===== src/rtl/mult_hilo_ctrl.sv =====
// Purpose: sequencer and HI/LO result store for the 16-bit signed multiplier.
// Latency: product captured into HI/LO LAT cycles after the start edge; done pulses the cycle after.
// Backpressure: no queueing; start/MT/MF while busy raise stall and the pipeline holds the request.
//
// Ports:
//   clk, rst_n          clock, async active-low reset
//   start, op_a, op_b   multiply request (accepted in IDLE only) and signed operands
//   mul_x, mul_y        latched operands held on the external combinational multiplier
//   mul_z               signed 2*DATA_W product from the multiplier
//   busy, done          busy while settling; done is a one-cycle pulse after HI/LO capture
//   rd_req, rd_sel      MFHI/MFLO request; rd_sel picks HI(1)/LO(0) for reads and writes
//   rd_data             rd_sel ? hi : lo, straight from the registers
//   wr_en, wr_data      MTHI/MTLO write, honoured in IDLE only
//   stall               busy & (rd_req | wr_en | start)
module mult_hilo_ctrl #(
  parameter int DATA_W = 16,
  parameter int LAT    = 2   // settle cycles, 1..15 (cnt is 4 bits)
) (
  input  logic                clk,
  input  logic                rst_n,
  input  logic                start,
  input  logic [DATA_W-1:0]   op_a,
  input  logic [DATA_W-1:0]   op_b,
  output logic [DATA_W-1:0]   mul_x,
  output logic [DATA_W-1:0]   mul_y,
  input  logic [2*DATA_W-1:0] mul_z,
  output logic                busy,
  output logic                done,
  input  logic                rd_req,
  input  logic                rd_sel,
  output logic [DATA_W-1:0]   rd_data,
  input  logic                wr_en,
  input  logic [DATA_W-1:0]   wr_data,
  output logic                stall
);

  typedef enum logic {
    IDLE   = 1'b0,
    SETTLE = 1'b1
  } state_t;

  // Counter starts at LAT-1 so that the capture edge is exactly LAT edges after the start edge.
  localparam logic [3:0] CNT_INIT = 4'(LAT - 1);

  state_t              state_q, state_d;
  logic [3:0]          cnt_q, cnt_d;
  logic [DATA_W-1:0]   hi_q, hi_d;
  logic [DATA_W-1:0]   lo_q, lo_d;
  logic [DATA_W-1:0]   x_q, x_d;
  logic [DATA_W-1:0]   y_q, y_d;
  logic                done_q, done_d;
  logic                accept;
  logic                capture;

  assign accept  = (state_q == IDLE) && start;
  assign capture = (state_q == SETTLE) && (cnt_q == 4'd0);

  // State register and datapath flops.
  always_ff @(posedge clk or negedge rst_n) begin
    if (!rst_n) begin
      state_q <= IDLE;
      cnt_q   <= 4'd0;
      hi_q    <= '0;
      lo_q    <= '0;
      x_q     <= '0;
      y_q     <= '0;
      done_q  <= 1'b0;
    end else begin
      state_q <= state_d;
      cnt_q   <= cnt_d;
      hi_q    <= hi_d;
      lo_q    <= lo_d;
      x_q     <= x_d;
      y_q     <= y_d;
      done_q  <= done_d;
    end
  end

  // Next-state logic.
  always_comb begin
    state_d = state_q;
    cnt_d   = cnt_q;
    case (state_q)
      IDLE: begin
        if (start) begin
          state_d = SETTLE;
          cnt_d   = CNT_INIT;
        end
      end
      SETTLE: begin
        if (cnt_q != 4'd0) begin
          cnt_d = cnt_q - 4'd1;
        end else begin
          state_d = IDLE;
        end
      end
    endcase
  end

  // Datapath next values and outputs.
  always_comb begin
    x_d    = x_q;
    y_d    = y_q;
    hi_d   = hi_q;
    lo_d   = lo_q;
    done_d = capture;

    // Operands only move on an accepted start, so the multiplier inputs are stable while settling.
    if (accept) begin
      x_d = op_a;
      y_d = op_b;
    end

    // MTHI/MTLO is honoured only in IDLE; while busy the stall keeps the instruction waiting.
    if ((state_q == IDLE) && wr_en) begin
      if (rd_sel) hi_d = wr_data;
      else        lo_d = wr_data;
    end

    // A capture always wins; it cannot coincide with a write since writes need IDLE.
    if (capture) begin
      hi_d = mul_z[2*DATA_W-1:DATA_W];
      lo_d = mul_z[DATA_W-1:0];
    end
  end

  always_comb begin
    busy    = (state_q != IDLE);
    done    = done_q;
    mul_x   = x_q;
    mul_y   = y_q;
    rd_data = rd_sel ? hi_q : lo_q;
    stall   = busy && (rd_req || wr_en || start);
  end

endmodule


===== config.mk =====
export PLATFORM = sky130hd
export DESIGN_NAME = mult_hilo_ctrl
export DESIGN_NICKNAME = d
export VERILOG_FILES = /design/src/rtl/mult_hilo_ctrl.sv
export SDC_FILE = /design/constraint.sdc
export NUM_CORES = 1
export LEC_CHECK = 0
export BUFFER_PORTS_ARGS = -buffer_cell sky130_fd_sc_hd__buf_2
export CAP_MARGIN = 10
export CORE_MARGIN = 2
export CORE_UTILIZATION = 50
export CTS_CLUSTER_SIZE = 14
export DETAILED_ROUTE_END_ITERATION = 8
export PLACE_DENSITY = 0.83
export RECOVER_POWER = 50
export SYNTH_ARGS = -nofsm -noshare
export SYNTH_HDL_FRONTEND = slang
export SYNTH_SLANG_ARGS = --single-unit

===== constraint.sdc =====
create_clock -name clk -period 2.2 [get_ports clk]
set_input_delay 0.44 -clock clk [delete_from_list [all_inputs] [get_ports clk]]
set_output_delay 0.44 -clock clk [all_outputs]
set_load 0.01 [all_outputs]

==> results by group <==
Routing
  • Iteration-0 DRC Markers: about 110
  • Vias per inst: 5.08
  • DR vias: 2915
  • Antenna viol nets, final: 0
  • Final WL: 7780 um
  • Pre-antenna DRT Iters: 4
  • DRC: 0
  • DR WL/cell: ~14 um

Final layout
  • Final Cell Area: 4100 sq um
  • Area Growth Syn to Fin: 28.2%
  • Fin util: 65.4%
  • N_diodes: 0
  • Nets@finish: 580
  • Share of cells above drive strength 1: 31.4%
  • Finished Layout Cells: between 500 and 600

CTS
  • Clk pin slew, worst setup/hold paths: 80 ps
  • Total CTS buffers: 9
  • CTS tree: done
  • Clock Path Buffers: 2
  • TritonCTS Sinks: 70
  • Clk Latency, worst-skew pair: around 340 ps
  • CTS HTree Levels: 3
  • Post-CTS Setup Inserts: 0
  • Clk root buf: clkbuf_8
  • Post-CTS sizing: 0
  • Hold Buf Count CTS: 0

STA
  • Setup_tns: 0 ps
  • Slew @ Worst Pin: 1660 ps
  • Max_slew headroom: -10.7%
  • Fin. max-slew vios: approximately 70
  • Clk_skew: 10.6 ps
  • Max Clock Freq: 549 MHz
  • Final WS setup: between 300 and 400 ps
  • Fin crit share: 82.9%
  • Hold WS: roughly 280 ps
  • Setup-failing EPs final: 0
  • RSZ-0062 raised after global routing: no
  • Period minus WS final: 1820 ps
  • Fin. Hold Viols: 0

Yosys
  • Mean post-synth cell area: around 8.8 sq um
  • Flops & latches, synth: 70
  • Synthesized area: 3200 sq um
  • Share of the synthesized area in the top cell type: 54.7%
  • Unique cell type count in the Yosys netlist: 27
  • Seq/Total Area, Yosys: 54.7%
  • Top cell type by total area after synthesis: dfrtp_1
  • Mapped Cells: ~360
  • Top post-synthesis cells by area: dfrtp_1, nand2_1, a31oi_1, mux2_2, nor2_1
  • Yosys warns: 0
  • Syn Nets: 450

Setup path
  • CP Launch Type: input pin
  • Top delay family on crit path: buffers and inverters
  • CP dominant cell by count: buf_2
  • CP Max Fanout: 20
  • Max stage delay on crit path: 400 ps
  • Critical path class: in -> out
  • CP max stage cell: mux2_2
  • WP buf/inv: 2
  • Worst path depth: 3
  • CP endpoint kind: output pin
  • Worst Reg-to-Reg Cells: 4
  • CP required: between 1500 and 2000 ps
  • Critical path, cell by cell: buf_2, mux2_2, buf_2
  • Arrival time at the worst endpoint: 1380 ps

Global routing
  • First-pass GRT wire length: 12900 um
  • Largest net degree at the start of global routing: 71
  • Initial antenna violation count: 0
  • Grt total ovfl: 0
  • Vias in the first global route: ~2800
  • Gr usage total: a little under a quarter

Floorplanning
  • Rows: 29
  • Ports: approximately 140
  • Die Ht: 84.0 um
  • CORE AREA: 6280 sq um
  • Die width: 84.0 um
  • Initial core utilization: 51.0%
  • Area of the die: about 7000 sq um

Power
  • PD cells: ~1400 nW/um^2
  • Peak VDD IR: between 0.8 and 0.9 mV
  • Total power: 5.69 mW
  • Leak: 2.17 nW

Run status
  • Failing checks: capacitance limit, slew limit
  • Outcome: complete, but fails checks

Placement
  • RD Place Congestion: 0.837
  • Place WS: 377 ps
  • Input/output buffers: 136
  • Placed insts: 558
  • Placed Area: 3930 sq um
  • DP Wirelength: 5610 um

Run
  • Max cap viols: 1

Worst hold path
  • Hold Crit Class: in -> reg
  • Hold Path Cell Cnt: 3
[worst register-to-register path: cells and delay by family (launching register included)]
family / cells / cell delay (ps)
buf+inv: 1 / 310
flops: 1 / 660
simple gates: 2 / 550
compound gates: 1 / 70
[metal layers]
layer,vias to the layer above,GRT usage [%],routed length (um)
met4,0,9.53,141
met3,12,5.44,632
met5,-,0,0
met1,1331,30.6,3320
met2,143,35.9,3690
li1,1429,-,-
[cell families (layout without fill, tap and decap cells)]
| kind of cell | after synthesis | count (layout) | synth area share [%] |
|---|---|---|---|
| mux | 19 | 19 | 6.57 |
| flops | 70 | 70 | 54.7 |
| fa+ha+maj | 2 | 2 | 0.782 |
| compound gates | 37 | 37 | 7.35 |
| simple gates | 207 | 207 | 25.9 |
| buf+inv | 27 | 162 | 4.65 |
[flip-flops by register name, summed over array words and instances, names as in the netlist]
register	count
mul_y	16
hi_q	16
busy	1
cnt_q	4
done	1
mul_x	16
lo_q	16
[report_power, final]
group          internal [mW]  total [mW]  leakage [nW]  switching [mW]
registers               1.93        2.33         0.841           0.397
clock network          0.641        1.14         0.109           0.499
logic                  0.956        2.22          1.22            1.26
total                   3.53        5.69          2.17            2.16
[cell type report]
| type | instances | area (sq um) |
|---|---|---|
| sequential | 70 | 1750 |
| tap | 77 | 96.3 |
| multi-input combinational | 265 | 1310 |
| clock buffer | 9 | 124 |
| fill | 528 | 2170 |
| inverter | 3 | 11.3 |
| clock inverter | 7 | 98.8 |
| timing repair buffer | 143 | 714 |
[layout by cell type, fill, tap and decap left out, types with 2 or more instances in the layout]
master	netlist	final
inv_1	2	2
clkbuf_8	0	9
clkinv_4	0	3
clkbuf_1	2	23
nor2_1	33	33
dfrtp_1	70	70
mux2i_1	3	3
ha_1	2	2
nand2b_1	2	2
mux2_2	16	16
buf_4	3	5
a31oi_1	32	32
buf_2	17	113
bufinv_16	0	2
nand2_1	164	164
[path summary, 6_finish.rpt]
kind                           from           to  slack [ps]
setup / recovery             rd_sel  rd_data[10]         380
hold / removal              op_a[7]     mul_x[7]         280
setup reg to reg               busy      hi_q[1]         470
hold reg to reg            mul_x[4]     mul_x[4]         480
max in group asynchronous     rst_n     cnt_q[3]         600
min in group asynchronous     rst_n      hi_q[5]         610
[cell usage after synthesis]
cell type and number:
nand2_1 164, dfrtp_1 70, nor2_1 33, a31oi_1 32, buf_2 17, mux2_2 16, buf_4 3, mux2i_1 3
buf_6 2, clkbuf_1 2, ha_1 2, inv_1 2, nand2b_1 2, and3b_1 1, inv_2 1, nand3b_1 1
nand4b_1 1, nand4bb_1 1, nor2b_1 1, nor3b_4 1, o21ai_0 1, o21ai_1 1, o2bb2ai_1 1, o31a_1 1
o31ai_1 1, or3b_1 1, or4_1 1
(Power assumes the default switching activity.)
